==> src/rtl/pkt_serial_tx_if.sv <==
// Descriptor, byte-stream and port request/serial signals of pkt_serial_tx.
// master is the frame source / arbiter side, slave is the transmitter.
interface pkt_serial_tx_if #(
  parameter int unsigned ADDR_W = 4,
  parameter int unsigned LEN_W  = 8
);
  logic              start_valid;
  logic              start_ready;
  logic [ADDR_W-1:0] src_addr;
  logic [ADDR_W-1:0] dest_addr;
  logic [7:0]        clk_freq;
  logic [LEN_W-1:0]  data_len;
  logic              byte_valid;
  logic [7:0]        byte_data;
  logic              byte_ready;
  logic              req;
  logic              gnt;
  logic              dout;
  logic              busy;
  logic              done;
  logic              abort;

  modport master (
    output start_valid, src_addr, dest_addr, clk_freq, data_len, byte_valid, byte_data, gnt,
    input  start_ready, byte_ready, req, dout, busy, done, abort
  );

  modport slave (
    input  start_valid, src_addr, dest_addr, clk_freq, data_len, byte_valid, byte_data, gnt,
    output start_ready, byte_ready, req, dout, busy, done, abort
  );
endinterface

==> src/rtl/pkt_serial_tx.sv <==
// Serial packet transmitter: wins the port via req/gnt, then shifts preamble, header,
// payload and CRC-16/CCITT-FALSE out MSB-first, one bit per core_clock.
module pkt_serial_tx #(
  parameter int unsigned ADDR_W   = 4,
  parameter int unsigned LEN_W    = 8,
  parameter logic [7:0]  PREAMBLE = 8'hFE,
  parameter logic [15:0] CRC_POLY = 16'h1021,
  parameter logic [15:0] CRC_INIT = 16'hFFFF
) (
  input logic            core_clock,
  input logic            core_rst,
  pkt_serial_tx_if.slave bus
);
  localparam int unsigned SW0 = (ADDR_W > LEN_W) ? ADDR_W : LEN_W;
  localparam int unsigned SW  = (SW0 > 16) ? SW0 : 16;
  localparam int unsigned CW  = $clog2(SW);

  typedef enum logic [3:0] {
    StIdle, StReq, StPre, StSrc, StDst, StFrq, StLen, StData, StCrc
  } state_e;

  state_e            state_q;
  logic              start_ready_q, req_q, busy_q, dout_q, done_q, abort_q;
  logic [ADDR_W-1:0] src_q, dst_q;
  logic [7:0]        frq_q;
  logic [LEN_W-1:0]  len_q, fetched_q, sent_q;
  logic [7:0]        hold_q;
  logic              hold_full_q;
  logic [SW-1:0]     sh_q;
  logic [CW-1:0]     rem_q;
  logic [15:0]       crc_q;

  state_e        nxt_st, drv_st;
  logic [SW-1:0] nxt_val, sh_d;
  logic [CW-1:0] nxt_rem, rem_d;
  logic          fld_end, need_byte, underrun, grant_loss, finish, drv_bit, byte_ready;
  logic [15:0]   crc_upd;

  // Field values are left-aligned in the shifter so the next bit is always sh_q[SW-1].
  always_comb begin
    fld_end   = (rem_q == '0);
    need_byte = (sent_q < len_q);
    nxt_st    = StIdle;
    nxt_val   = '0;
    nxt_rem   = '0;
    unique case (state_q)
      StReq: begin
        nxt_st  = StPre;
        nxt_val = SW'(PREAMBLE) << (SW - 8);
        nxt_rem = CW'(7);
      end
      StPre: begin
        nxt_st  = StSrc;
        nxt_val = SW'(src_q) << (SW - ADDR_W);
        nxt_rem = CW'(ADDR_W - 1);
      end
      StSrc: begin
        nxt_st  = StDst;
        nxt_val = SW'(dst_q) << (SW - ADDR_W);
        nxt_rem = CW'(ADDR_W - 1);
      end
      StDst: begin
        nxt_st  = StFrq;
        nxt_val = SW'(frq_q) << (SW - 8);
        nxt_rem = CW'(7);
      end
      StFrq: begin
        nxt_st  = StLen;
        nxt_val = SW'(len_q) << (SW - LEN_W);
        nxt_rem = CW'(LEN_W - 1);
      end
      StLen, StData: begin
        if (need_byte) begin
          nxt_st  = StData;
          nxt_val = SW'(hold_q) << (SW - 8);
          nxt_rem = CW'(7);
        end else begin
          nxt_st  = StCrc;
          nxt_val = SW'(crc_q) << (SW - 16);
          nxt_rem = CW'(15);
        end
      end
      default: ;
    endcase

    if (fld_end) begin
      drv_st  = nxt_st;
      drv_bit = nxt_val[SW-1];
      sh_d    = nxt_val << 1;
      rem_d   = nxt_rem;
    end else begin
      drv_st  = state_q;
      drv_bit = sh_q[SW-1];
      sh_d    = sh_q << 1;
      rem_d   = rem_q - CW'(1);
    end

    underrun   = fld_end && (state_q inside {StLen, StData}) && need_byte && !hold_full_q;
    grant_loss = (state_q inside {StPre, StSrc, StDst, StFrq, StLen, StData, StCrc}) &&
                 !bus.gnt;
    finish     = (state_q == StCrc) && fld_end;
    crc_upd    = {crc_q[14:0], 1'b0} ^ ((crc_q[15] ^ drv_bit) ? CRC_POLY : 16'h0000);
    byte_ready = !hold_full_q && (fetched_q < len_q) &&
                 (state_q inside {StPre, StSrc, StDst, StFrq, StLen, StData});
  end

  always_ff @(posedge core_clock) begin
    if (core_rst) begin
      state_q       <= StIdle;
      start_ready_q <= 1'b0;
      req_q         <= 1'b0;
      busy_q        <= 1'b0;
      dout_q        <= 1'b0;
      done_q        <= 1'b0;
      abort_q       <= 1'b0;
      src_q         <= '0;
      dst_q         <= '0;
      frq_q         <= '0;
      len_q         <= '0;
      fetched_q     <= '0;
      sent_q        <= '0;
      hold_q        <= '0;
      hold_full_q   <= 1'b0;
      sh_q          <= '0;
      rem_q         <= '0;
      crc_q         <= CRC_INIT;
    end else begin
      done_q  <= 1'b0;
      abort_q <= 1'b0;
      if (bus.byte_valid && byte_ready) begin
        hold_q      <= bus.byte_data;
        hold_full_q <= 1'b1;
        fetched_q   <= fetched_q + LEN_W'(1);
      end
      unique case (state_q)
        StIdle: begin
          start_ready_q <= 1'b1;
          if (bus.start_valid && start_ready_q) begin
            src_q         <= bus.src_addr;
            dst_q         <= bus.dest_addr;
            frq_q         <= bus.clk_freq;
            len_q         <= bus.data_len;
            state_q       <= StReq;
            start_ready_q <= 1'b0;
            req_q         <= 1'b1;
            busy_q        <= 1'b1;
            crc_q         <= CRC_INIT;
            hold_q        <= '0;
            hold_full_q   <= 1'b0;
            fetched_q     <= '0;
            sent_q        <= '0;
            rem_q         <= '0;
          end
        end
        StReq: begin
          if (bus.gnt) begin
            state_q <= StPre;
            dout_q  <= drv_bit;
            sh_q    <= sh_d;
            rem_q   <= rem_d;
          end
        end
        default: begin
          if (grant_loss || underrun || finish) begin
            // Abort wins over completion so the two pulses can never coincide.
            state_q       <= StIdle;
            req_q         <= 1'b0;
            busy_q        <= 1'b0;
            dout_q        <= 1'b0;
            start_ready_q <= 1'b1;
            hold_full_q   <= 1'b0;
            abort_q       <= grant_loss || underrun;
            done_q        <= !(grant_loss || underrun);
          end else begin
            state_q <= drv_st;
            dout_q  <= drv_bit;
            sh_q    <= sh_d;
            rem_q   <= rem_d;
            if (drv_st inside {StSrc, StDst, StFrq, StLen, StData}) begin
              crc_q <= crc_upd;
            end
            if (fld_end && (drv_st == StData)) begin
              hold_full_q <= 1'b0;
              sent_q      <= sent_q + LEN_W'(1);
            end
          end
        end
      endcase
    end
  end

  assign bus.start_ready = start_ready_q;
  assign bus.byte_ready  = byte_ready;
  assign bus.req         = req_q;
  assign bus.dout        = dout_q;
  assign bus.busy        = busy_q;
  assign bus.done        = done_q;
  assign bus.abort       = abort_q;
endmodule
==> src/flat_wrapper.sv <==
// flat-port wrapper written by rule: the top's interface ports become plain ports
module pkt_serial_tx_flat 
#(
  parameter int unsigned ADDR_W   = 4,
  parameter int unsigned LEN_W    = 8,
  parameter logic [7:0]  PREAMBLE = 8'hFE,
  parameter logic [15:0] CRC_POLY = 16'h1021,
  parameter logic [15:0] CRC_INIT = 16'hFFFF
)
  (core_clock, core_rst, bus_start_valid, bus_src_addr, bus_dest_addr, bus_clk_freq, bus_data_len, bus_byte_valid, bus_byte_data, bus_gnt, bus_start_ready, bus_byte_ready, bus_req, bus_dout, bus_busy, bus_done, bus_abort);
  pkt_serial_tx_if #(.ADDR_W(ADDR_W), .LEN_W(LEN_W)) bus_i ();
  input logic core_clock;
  input logic core_rst;
  input wire logic [$bits(bus_i.start_valid)-1:0] bus_start_valid;
  input wire logic [$bits(bus_i.src_addr)-1:0] bus_src_addr;
  input wire logic [$bits(bus_i.dest_addr)-1:0] bus_dest_addr;
  input wire logic [$bits(bus_i.clk_freq)-1:0] bus_clk_freq;
  input wire logic [$bits(bus_i.data_len)-1:0] bus_data_len;
  input wire logic [$bits(bus_i.byte_valid)-1:0] bus_byte_valid;
  input wire logic [$bits(bus_i.byte_data)-1:0] bus_byte_data;
  input wire logic [$bits(bus_i.gnt)-1:0] bus_gnt;
  output wire logic [$bits(bus_i.start_ready)-1:0] bus_start_ready;
  output wire logic [$bits(bus_i.byte_ready)-1:0] bus_byte_ready;
  output wire logic [$bits(bus_i.req)-1:0] bus_req;
  output wire logic [$bits(bus_i.dout)-1:0] bus_dout;
  output wire logic [$bits(bus_i.busy)-1:0] bus_busy;
  output wire logic [$bits(bus_i.done)-1:0] bus_done;
  output wire logic [$bits(bus_i.abort)-1:0] bus_abort;
  assign bus_i.start_valid = bus_start_valid;
  assign bus_i.src_addr = bus_src_addr;
  assign bus_i.dest_addr = bus_dest_addr;
  assign bus_i.clk_freq = bus_clk_freq;
  assign bus_i.data_len = bus_data_len;
  assign bus_i.byte_valid = bus_byte_valid;
  assign bus_i.byte_data = bus_byte_data;
  assign bus_i.gnt = bus_gnt;
  assign bus_start_ready = bus_i.start_ready;
  assign bus_byte_ready = bus_i.byte_ready;
  assign bus_req = bus_i.req;
  assign bus_dout = bus_i.dout;
  assign bus_busy = bus_i.busy;
  assign bus_done = bus_i.done;
  assign bus_abort = bus_i.abort;
  pkt_serial_tx #(.ADDR_W(ADDR_W), .LEN_W(LEN_W), .PREAMBLE(PREAMBLE), .CRC_POLY(CRC_POLY), .CRC_INIT(CRC_INIT)) u_core (.core_clock(core_clock), .core_rst(core_rst), .bus(bus_i));
endmodule
==> config.mk <==
export PLATFORM = sky130hd
export DESIGN_NAME = pkt_serial_tx_flat
export DESIGN_NICKNAME = d
export VERILOG_FILES = /design/src/rtl/pkt_serial_tx_if.sv /design/src/rtl/pkt_serial_tx.sv /design/src/flat_wrapper.sv
export SDC_FILE = /design/constraint.sdc
export NUM_CORES = 1
export LEC_CHECK = 0
export BUFFER_PORTS_ARGS = -buffer_cell sky130_fd_sc_hd__buf_2
export CAP_MARGIN = 30
export CORE_MARGIN = 3
export CORE_UTILIZATION = 54
export DETAILED_ROUTE_END_ITERATION = 7
export GPL_ROUTABILITY_DRIVEN = 0
export PLACE_DENSITY = 0.76
export SYNTH_ARGS = -nofsm -noshare
export SYNTH_HDL_FRONTEND = slang
export SYNTH_SLANG_ARGS = --single-unit
==> constraint.sdc <==
create_clock -name core_clock -period 2.5 [get_ports core_clock]
set_input_delay 0.5 -clock core_clock [delete_from_list [all_inputs] [get_ports core_clock]]
set_output_delay 0.5 -clock core_clock [all_outputs]
set_load 0.03 [all_outputs]
# == Word level (Yosys, flattened, before mapping) ==
# Cells that the tools add are included.
# word_totals
word_cells,132
regBits,94
output_inout_bits,7
# classes
n_bitwise,5
n_lt_le_gt_ge,2
muxes,50
add_sub_neg,3
n_eq_ne,18
n_reduce_logical,37
# ops
operator,count
$mux W16,7
$pmux W16 S6,1
$mux W8,9
$pmux W16 S2,2
$mux W4,10
$eq A4 B3 Y1 const B,8
$pmux W4 S6,1
$add A8 B1 Y8 const B,2
$lt A8 B8 Y1,2
$pmux W4 S2,2
$pmux W8 S2,1
$xor A16 B16 Y16,1
$mux W13,1
$eq A4 B2 Y1 const B,3
$pmux W4 S3,1
$mux W1,11
$logic_and A1 B1 Y1,10
$reduce_and A3 Y1,3
$logic_not A4 Y1,2
$pmux W1 S2,4
$reduce_and A2 Y1,4
$reduce_and A4 Y1,2
$reduce_bool A2 Y1,4
$reduce_bool A7 Y1,1
15 further kinds,23

# == Longest topological paths before layout ==
# Gate-level depths: netlist of run 1.
# depth
depth_word,10
ltp_mapped,11
ltp_nobuf,9

# == Worst setup path after synthesis of run 1 ==
# No wires, ideal clock.
# synth_path
kind,register -> register
startpoint,reg u_core.len_q[6]
endpoint,reg u_core.sh_q[13]
path_stages_with_launch,11
t_arrival_ps,2452
setup_time_ps,142
path_buffers,1
required_ps,2358
period_less_slack_ps,2594
setup_slack_ps,-94
cell_sequence,dfxtp_1 inv_1 ha_1 a21o_1 a211o_1 o21bai_2 nand2_2 buf_2 mux2_2 a221oi_1 a211oi_2
# synth_between
elab_chain_len,7
elab_cells_between_ends,13
# synth_rtl
element,line,text
"start, declared",pkt_serial_tx.sv:26,"logic [LEN_W-1:0] len_q, fetched_q, sent_q;"
"start signal, assigned",pkt_serial_tx.sv:142,len_q <= bus.data_len;
$lt A8 B8 Y1 *,pkt_serial_tx.sv:42,need_byte = (sent_q < len_q);
branches (longest 6 deep; another with $mux W16),n/a,
"end signal, assigned",pkt_serial_tx.sv:124,sh_q <= '0;
"end signal, assigned",pkt_serial_tx.sv:159,sh_q <= sh_d;
"end signal, assigned",pkt_serial_tx.sv:177,sh_q <= sh_d;
"end, declared",pkt_serial_tx.sv:29,logic [SW-1:0] sh_q;
# Mark *: on every way between the ends. The select of a mux whose other input is x is not followed.
# A chain may end at the register's enable or synchronous reset.

# == Worst setup path in the final report of run 1 ==
# layout_path
startpoint,reg u_core.len_q[5]
endpoint,out bus_byte_ready
# layout_between
elab_chain_len,3
# layout_rtl
element,line,text
$lt A8 B8 Y1,pkt_serial_tx.sv:103,byte_ready = !hold_full_q && (fetched_q < len_q) &&
$logic_and A1 B1 Y1 (2 in series),pkt_serial_tx.sv:103,
"end, declared",flat_wrapper.sv:23,output wire logic [$bits(bus_i.byte_ready)-1:0] bus_byte_ready;
# No other way between the ends.

==> metrics.md, run 1 <==
| Metric | Value |
|---|---|
| Dominant synthesized flop cell | dfxtp_1 |
| WP data required | 2000 ps |
| Clock sink total | slightly above 90 |
| Power Density | ~530 nW/um^2 |
| R2r setup slk | about 40 ps |
| Share of cells above drive strength 1 | between 30% and 40% |
| CTS root buffer | clkbuf_8 |
| Sequential element share of the synthesized area | between 30% and 40% |
| Synthesis-to-finish area growth | 24.4% |
| Core area | slightly below 9000 um^2 |
| # Max-Cap Violations | 0 |
| Via density | around 6 |
| Rows | 34 |
| Max Fanout on Critical Path | 2 |
| R2R depth | 9 |
| Metal-1 WL | roughly 5.7 mm |
| Met3 WL | approximately 950 um |
| Max Slew Vio Count | 0 |
| Simple-Gate Fraction of Synth Area | between 20 and 25% |
| RSZ-0062 raised after global routing | yes |
| GRT Residual Overflow | 0 |
| GRT Util Overall | between 20% and 30% |
| Vias post-DR | around 4,800 |
| Critical R2R Launch | u_core.len_q[6] |
| Maximum vdd drop | 449 uV |
| Slew @ Worst Pin | around 690 ps |
| Synthesis-stage register bit count | 93 |
| Worst Setup SP | u_core.len_q[5] |
| Io pins | between 40 and 50 |
| Unique cell type count in the Yosys netlist | between 60 and 70 |
| Leakage power of the design | 2.29 nW |
| Layout Skew | between 10 and 15 ps |
| CP Launch Type | flip-flop |
| DR WL met2 | between 6 and 7 mm |
| Mapped Cells | between 500 and 600 |
| Overall power | 3.23 mW |
| Slew margin rel. | between 50% and 60% |
| Final Critical Period | about 2500 ps |
| Detailed-router iteration count before antenna repair | 5 |
| Worst Path Arrival | 1980 ps |
| Synth area leader | dfxtp_1 |
| Syn Nets | around 640 |
| Worst-path clk slew | 110 ps |
| Worst r2r dst | u_core.sh_q[15] |
| Hold WS | roughly 350 ps |
| Outcome | finished clean |
| First DRT Iteration DRCs | between 400 and 500 |
| Final worst slack | approximately 24 ps |
| Compound-Gate Fraction of Synth Area | roughly 25% |
| HPWL after DPL | about 8.8 mm |
| Xor and xnor area share after synthesis | between 1.5 and 2% |
| Final #Nets | 719 |
| Initial cell density of the core | 55.8% |
| CTS tree | done |
| Die W | 101 um |
| Hold WC Path Type | in -> reg |
| Synth top area cells | dfxtp_1 (38%), nand2_1 (6.0%), a21oi_1 (5.7%) |
| Multiplexer area fraction after synthesis | approximately 4.5% |
| Global-route wire length before repair | around 21 mm |
| Tcrit/Tclk final | 99.0% |
| Critical Path End Type | primary output |
| Final ANT Viol Nets | 0 |
| Place WS | -51.8 ps |
| Largest net degree at the start of global routing | 55 |
| DIE HEIGHT | 101 um |
| Synth warnings | 0 |
| EDFF count, synth | 0 |
| Post-Syn Area | 4870 um^2 |
| Ys async rst share | 0% |
| Diode count | 0 |
| Final hold vios | 0 |
| Worst hold path stage count | 3 |
| Post-synthesis adder-cell area fraction | roughly 4.6% |
| Initial antenna violation count | 0 |
| DRC viols | 0 |
| WS Path Type | reg -> out |
| Max layer used | met4 |
| Synthesized area per cell | roughly 8.4 um^2 |
| # setup viols final | 0 |
| Main combinational cell family by area after synthesis | compound AO/OA/AOI/OAI gates |
| Worst-skew pair later-pin latency | ~370 ps |
| Critical Path Sink | bus_byte_ready |
| Clk buf depth | 2 |
| Total Wirelength | between 10 and 15 mm |
| IO buf count | 43 |
| Yosys top cell area share | 38.2% |
| H-tree levels | 3 |
| Max Freq | about 400 MHz |
| Wire per inst | ~18 um |
| Total CTS buffers | 9 |
| Die footprint | a little over 10,000 um^2 |
| Vias in the first global route | 4,343 |
## report_power, final
| group | total, mW | leakage, nW | switching (mW) | internal [mW] |
|---|---|---|---|---|
| clock | 1.19 | 0.119 | 0.602 | 0.588 |
| combinational | 0.496 | 1.42 | 0.286 | 0.210 |
| sequential | 1.54 | 0.757 | 0.0273 | 1.52 |
## state kept, by name (all words and copies together), names as in the netlist, 4 cells and up
| register | count |
|---|---|
| u_core.fetched_q | 8 |
| u_core.crc_q | 16 |
| u_core.sh_q | 15 |
| u_core.len_q | 8 |
| u_core.hold_q | 8 |
| u_core.state_q | 4 |
| u_core.dst_q | 4 |
| u_core.rem_q | 4 |
| u_core.sent_q | 8 |
| u_core.src_q | 4 |
| u_core.frq_q | 8 |
## metal layers
layer	global-route usage, %	up-vias
met1	33.8	2256
met3	4.29	48
met5	0	-
li1	-	2251
met2	42.4	208
met4	9.00	0
## worst max-delay path, stage by stage, from the launching register on
cell and delay (ps):
dfxtp_2 350, inv_2 50, ha_4 210, a21o_1 170, a21o_1 180, a2111oi_4 340
o21a_1 190, buf_6 130
## cells in the final DEF, fill, tap and decap left out, drive strengths merged, types with 2 or more instances in the layout
cell type | netlist | routed
a2111oi | 6 | 6
a211o | 2 | 2
a211oi | 16 | 16
a21o | 8 | 8
a21oi | 55 | 55
a221oi | 5 | 5
a22oi | 8 | 8
a311o | 2 | 2
a311oi | 4 | 4
a31oi | 5 | 5
buf | 16 | 107
bufinv | 0 | 2
clkbuf | 21 | 10
clkinv | 0 | 2
dfxtp | 93 | 93
ha | 18 | 18
inv | 19 | 22
mux2 | 6 | 6
mux2i | 15 | 15
nand2 | 79 | 79
nand2b | 4 | 4
nand3 | 10 | 10
nand3b | 2 | 2
nand4 | 3 | 3
nor2 | 70 | 70
nor3 | 26 | 26
nor4 | 6 | 6
o2111ai | 4 | 4
o211ai | 5 | 5
o21a | 3 | 3
o21ai | 31 | 31
o22ai | 2 | 2
o32a | 3 | 3
or3 | 8 | 8
xor2 | 9 | 9
## cell families after synthesis
kind of cell / after synthesis
buffers and inverters: 56
XOR/XNOR: 10
adder cells (fa/ha/maj): 18
flip-flops: 93
AO/OA/AOI/OAI: 166
multiplexers: 21
AND/OR/NAND/NOR: 218
## final cells by class
class	instances	area (um^2)
sequential	93	1870
fill	643	2670
clock buffer	9	124
inverter	19	73.8
tap	108	135
timing repair buffer	108	761
clock inverter	7	114
multi-input combinational	433	2970
## how the worst min path moves through the flow
stage	endpoint	slack (ps)	startpoint
after floorplan	u_core.frq_q[7]	430	u_core.frq_q[7]
after global placement	u_core.frq_q[7]	440	u_core.frq_q[7]
after detailed placement	u_core.frq_q[7]	450	u_core.frq_q[7]
after CTS	u_core.hold_q[6]	350	bus_byte_data[6]
after global routing	u_core.len_q[3]	350	bus_data_len[3]
final	u_core.len_q[3]	350	bus_data_len[3]
## cells in the mapped netlist (9+ instances only)
cell type and n:
dfxtp_1 93, nand2_1 78, nor2_1 67, a21oi_1 55, o21ai_0 31, nor3_1 26, clkbuf_1 21, ha_1 18
inv_1 18, mux2i_1 15, a211oi_2 12, nand3_1 10, xor2_1 9
## metrics by stage
| step | instances | area [um^2] | utilization (%) | setup TNS [ps] |
|---|---|---|---|---|
| after floorplan | 582 | 4890 | - | 0 |
| after global placement | 741 | 5430 | 62.2 | 0 |
| after detailed placement | 741 | 5430 | 62.2 | -188 |
| after CTS | 760 | 5740 | 65.8 | 0 |
| after global routing | 777 | 6050 | 69.4 | -152 |
| final | 777 | 6050 | 69.4 | 0 |
## repair_timing
item	4_1_cts	5_1_grt
hold endpoints to repair	0	0
setup buffers	3	15
resized for setup	11	46
hold buffers	0	0
pin swaps	3	7
endpoints found under the setup margin	16	48
gates cloned	0	2
Power figures use the tool's default switching activity.
==> run 2: changes to the inputs <==
- PLACE_DENSITY: 0.76 -> not set
- PLACE_DENSITY_LB_ADDON: not set -> 0.15
==> metrics.md, run 2 (synthesis gave the netlist of run 1 again) <==
| Metric | Value |
|---|---|
| CTS root buffer | clkbuf_8 |
| RSZ-0062 raised after global routing | yes |
| Wire per inst | roughly 16 um |
| Fin cells | 774 |
| Die W | 101 um |
| Dpl cells | 751 |
| H-tree levels | 3 |
| Tcrit/Tclk final | 99.0% |
| IO buf count | between 40 and 50 |
| Leakage power of the design | roughly 2.3 nW |
| Detailed-router iteration count before antenna repair | 5 |
| Layout Skew | between 7 and 8 ps |
| NetSw | around 0.86 mW |
| Vias in the first global route | ~4,200 |
| Final #Nets | just over 700 |
| Largest net degree at the start of global routing | 29 |
| Leading cell type in the layout, fill and taps excluded | dfxtp_1 |
| CP Launch Type | flip-flop |
| Hold buffers post-CTS | 0 |
| Diode count | 0 |
| Max Fanout on Critical Path | 2 |
| Dpl cell area | approximately 5500 um^2 |
| Worst-skew pair later-pin latency | around 360 ps |
| Slew margin rel. | between 60% and 70% |
| Combinational fraction of design power | 14.3% |
| Clock sink total | 93 |
| Via density | ~6.0 |
| CTS tree | done |
| Share of cells above drive strength 1 | between 20 and 30% |
| Maximum vdd drop | 366 uV |
| Sequential share of power | about 48% |
| Slew @ Worst Pin | about 470 ps |
| Sw Share | 26.4% |
| Power Density | 546 nW/um^2 |
| # Max-Cap Violations | 0 |
| # setup viols final | 0 |
| First DRT Iteration DRCs | 230 |
| Total CTS buffers | 9 |
| Initial antenna violation count | 0 |
| WP data required | approximately 2000 ps |
| Max Freq | 404 MHz |
| Clk buf depth | 2 |
| Largest registers | u_core.crc_q: 16 flops, u_core.sh_q: 15 flops |
| Die footprint | 10,200 um^2 |
| Number of flip-flops under the largest register name | 16 |
| HPWL after DPL | a little over 9 mm |
| Rows | 34 |
| DRC viols | 0 |
| Io pins | 44 |
| Initial cell density of the core | 55.8% |
| Critical Path End Type | primary output |
| Core area | roughly 8700 um^2 |
| Final ANT Viol Nets | 0 |
| WS Path Type | reg -> out |
| Post-route cell area | just under 6000 um^2 |
| Outcome | finished clean |
| Vias post-DR | about 4,600 |
| Worst-path clk slew | 100 ps |
| Synthesis-to-finish area growth | 22.2% |
| Place WS | -34.0 ps |
| Hold WC Path Type | in -> reg |
| Clock power share | roughly two fifths |
| Worst hold path stage count | 3 |
| Cell Int Power | roughly 2.4 mW |
| Max Slew Vio Count | 0 |
| Final Critical Period | around 2500 ps |
| Worst Path Arrival | 1980 ps |
| GRT Util Overall | between 20 and 30% |
| Hold WS | between 300 and 400 ps |
| Final worst slack | ~24 ps |
| Global-route wire length before repair | between 20 and 25 mm |
| R2R depth | 10 |
| Biggest register | u_core.crc_q |
| DIE HEIGHT | 101 um |
| Most frequent cells in the layout | dfxtp_1 (87), nand2_1 (78), nor2_1 (67) |
| Final hold vios | 0 |
| Total Wirelength | approximately 13 mm |
| GRT Residual Overflow | 0 |
==> run 2: changes by cell type in the layout (fill, tap and decap cells not counted), sizes merged <==
cell,before,now
buf,107,106
bufinv,2,3
clkbuf,10,9
clkinv,2,1
inv,22,21
==> run 2: through the flow <==
step / util [%] / TNS, ps / total power, mW
floorplan: - / 0 / 1.86
global placement: 63.4 / 0 / 2.00
detailed placement: 63.4 / -107 / 2.01
CTS: 67.1 / 0 / 3.23
global route: 68.2 / -85.2 / 3.37
finish: 68.2 / 0 / 3.25
==> run 2: layout make-up <==
class | count | area, um^2
multi-input combinational | 433 | 2880
fill | 745 | 2770
inverter | 19 | 73.8
clock buffer | 9 | 124
clock inverter | 6 | 119
tap | 108 | 135
timing repair buffer | 106 | 748
sequential | 93 | 1870
==> run 2: per-layer routing <==
layer  GRT usage [%]  routed length [um]
met5               0                   0
met4            5.62                 187
met3            4.22                 789
met2            41.8                6070
met1            34.0                5650
==> run 2: repair_timing <==
| item | CTS | global route |
|---|---|---|
| endpoints found under the hold margin | 0 | 0 |
| pin swaps | 2 | 11 |
| setup buffers | 2 | 6 |
| gates resized for setup | 15 | 17 |
| setup endpoints to repair | 12 | 43 |
==> run 2: power by group through the flow <==
| stage | clock network, mW | logic [mW] | registers (mW) |
|---|---|---|---|
| 2_1_floorplan | 0 | 0.286 | 1.57 |
| 3_3_place_gp | 0 | 0.427 | 1.57 |
| 3_5_place_dp | 0 | 0.436 | 1.58 |
| 4_1_cts | 1.24 | 0.448 | 1.54 |
| 5_1_grt | 1.31 | 0.507 | 1.55 |
| 6_report | 1.24 | 0.464 | 1.54 |
==> run 2: final timing paths <==
path,startpoint,end,slack (ps)
setup / recovery,u_core.len_q[6],bus_byte_ready,20
hold reg to reg,u_core.frq_q[7],u_core.frq_q[7],460
hold / removal,bus_dest_addr[1],u_core.dst_q[1],370
setup reg to reg,u_core.rem_q[0],u_core.sent_q[7],100
==> run 2: critical path, stage by stage (launching register included) <==
cell	delay [ps]
dfxtp_2	360
inv_2	50
buf_4	140
ha_4	210
a21o_1	200
a2111oi_4	340
o21a_1	190
buf_6	130
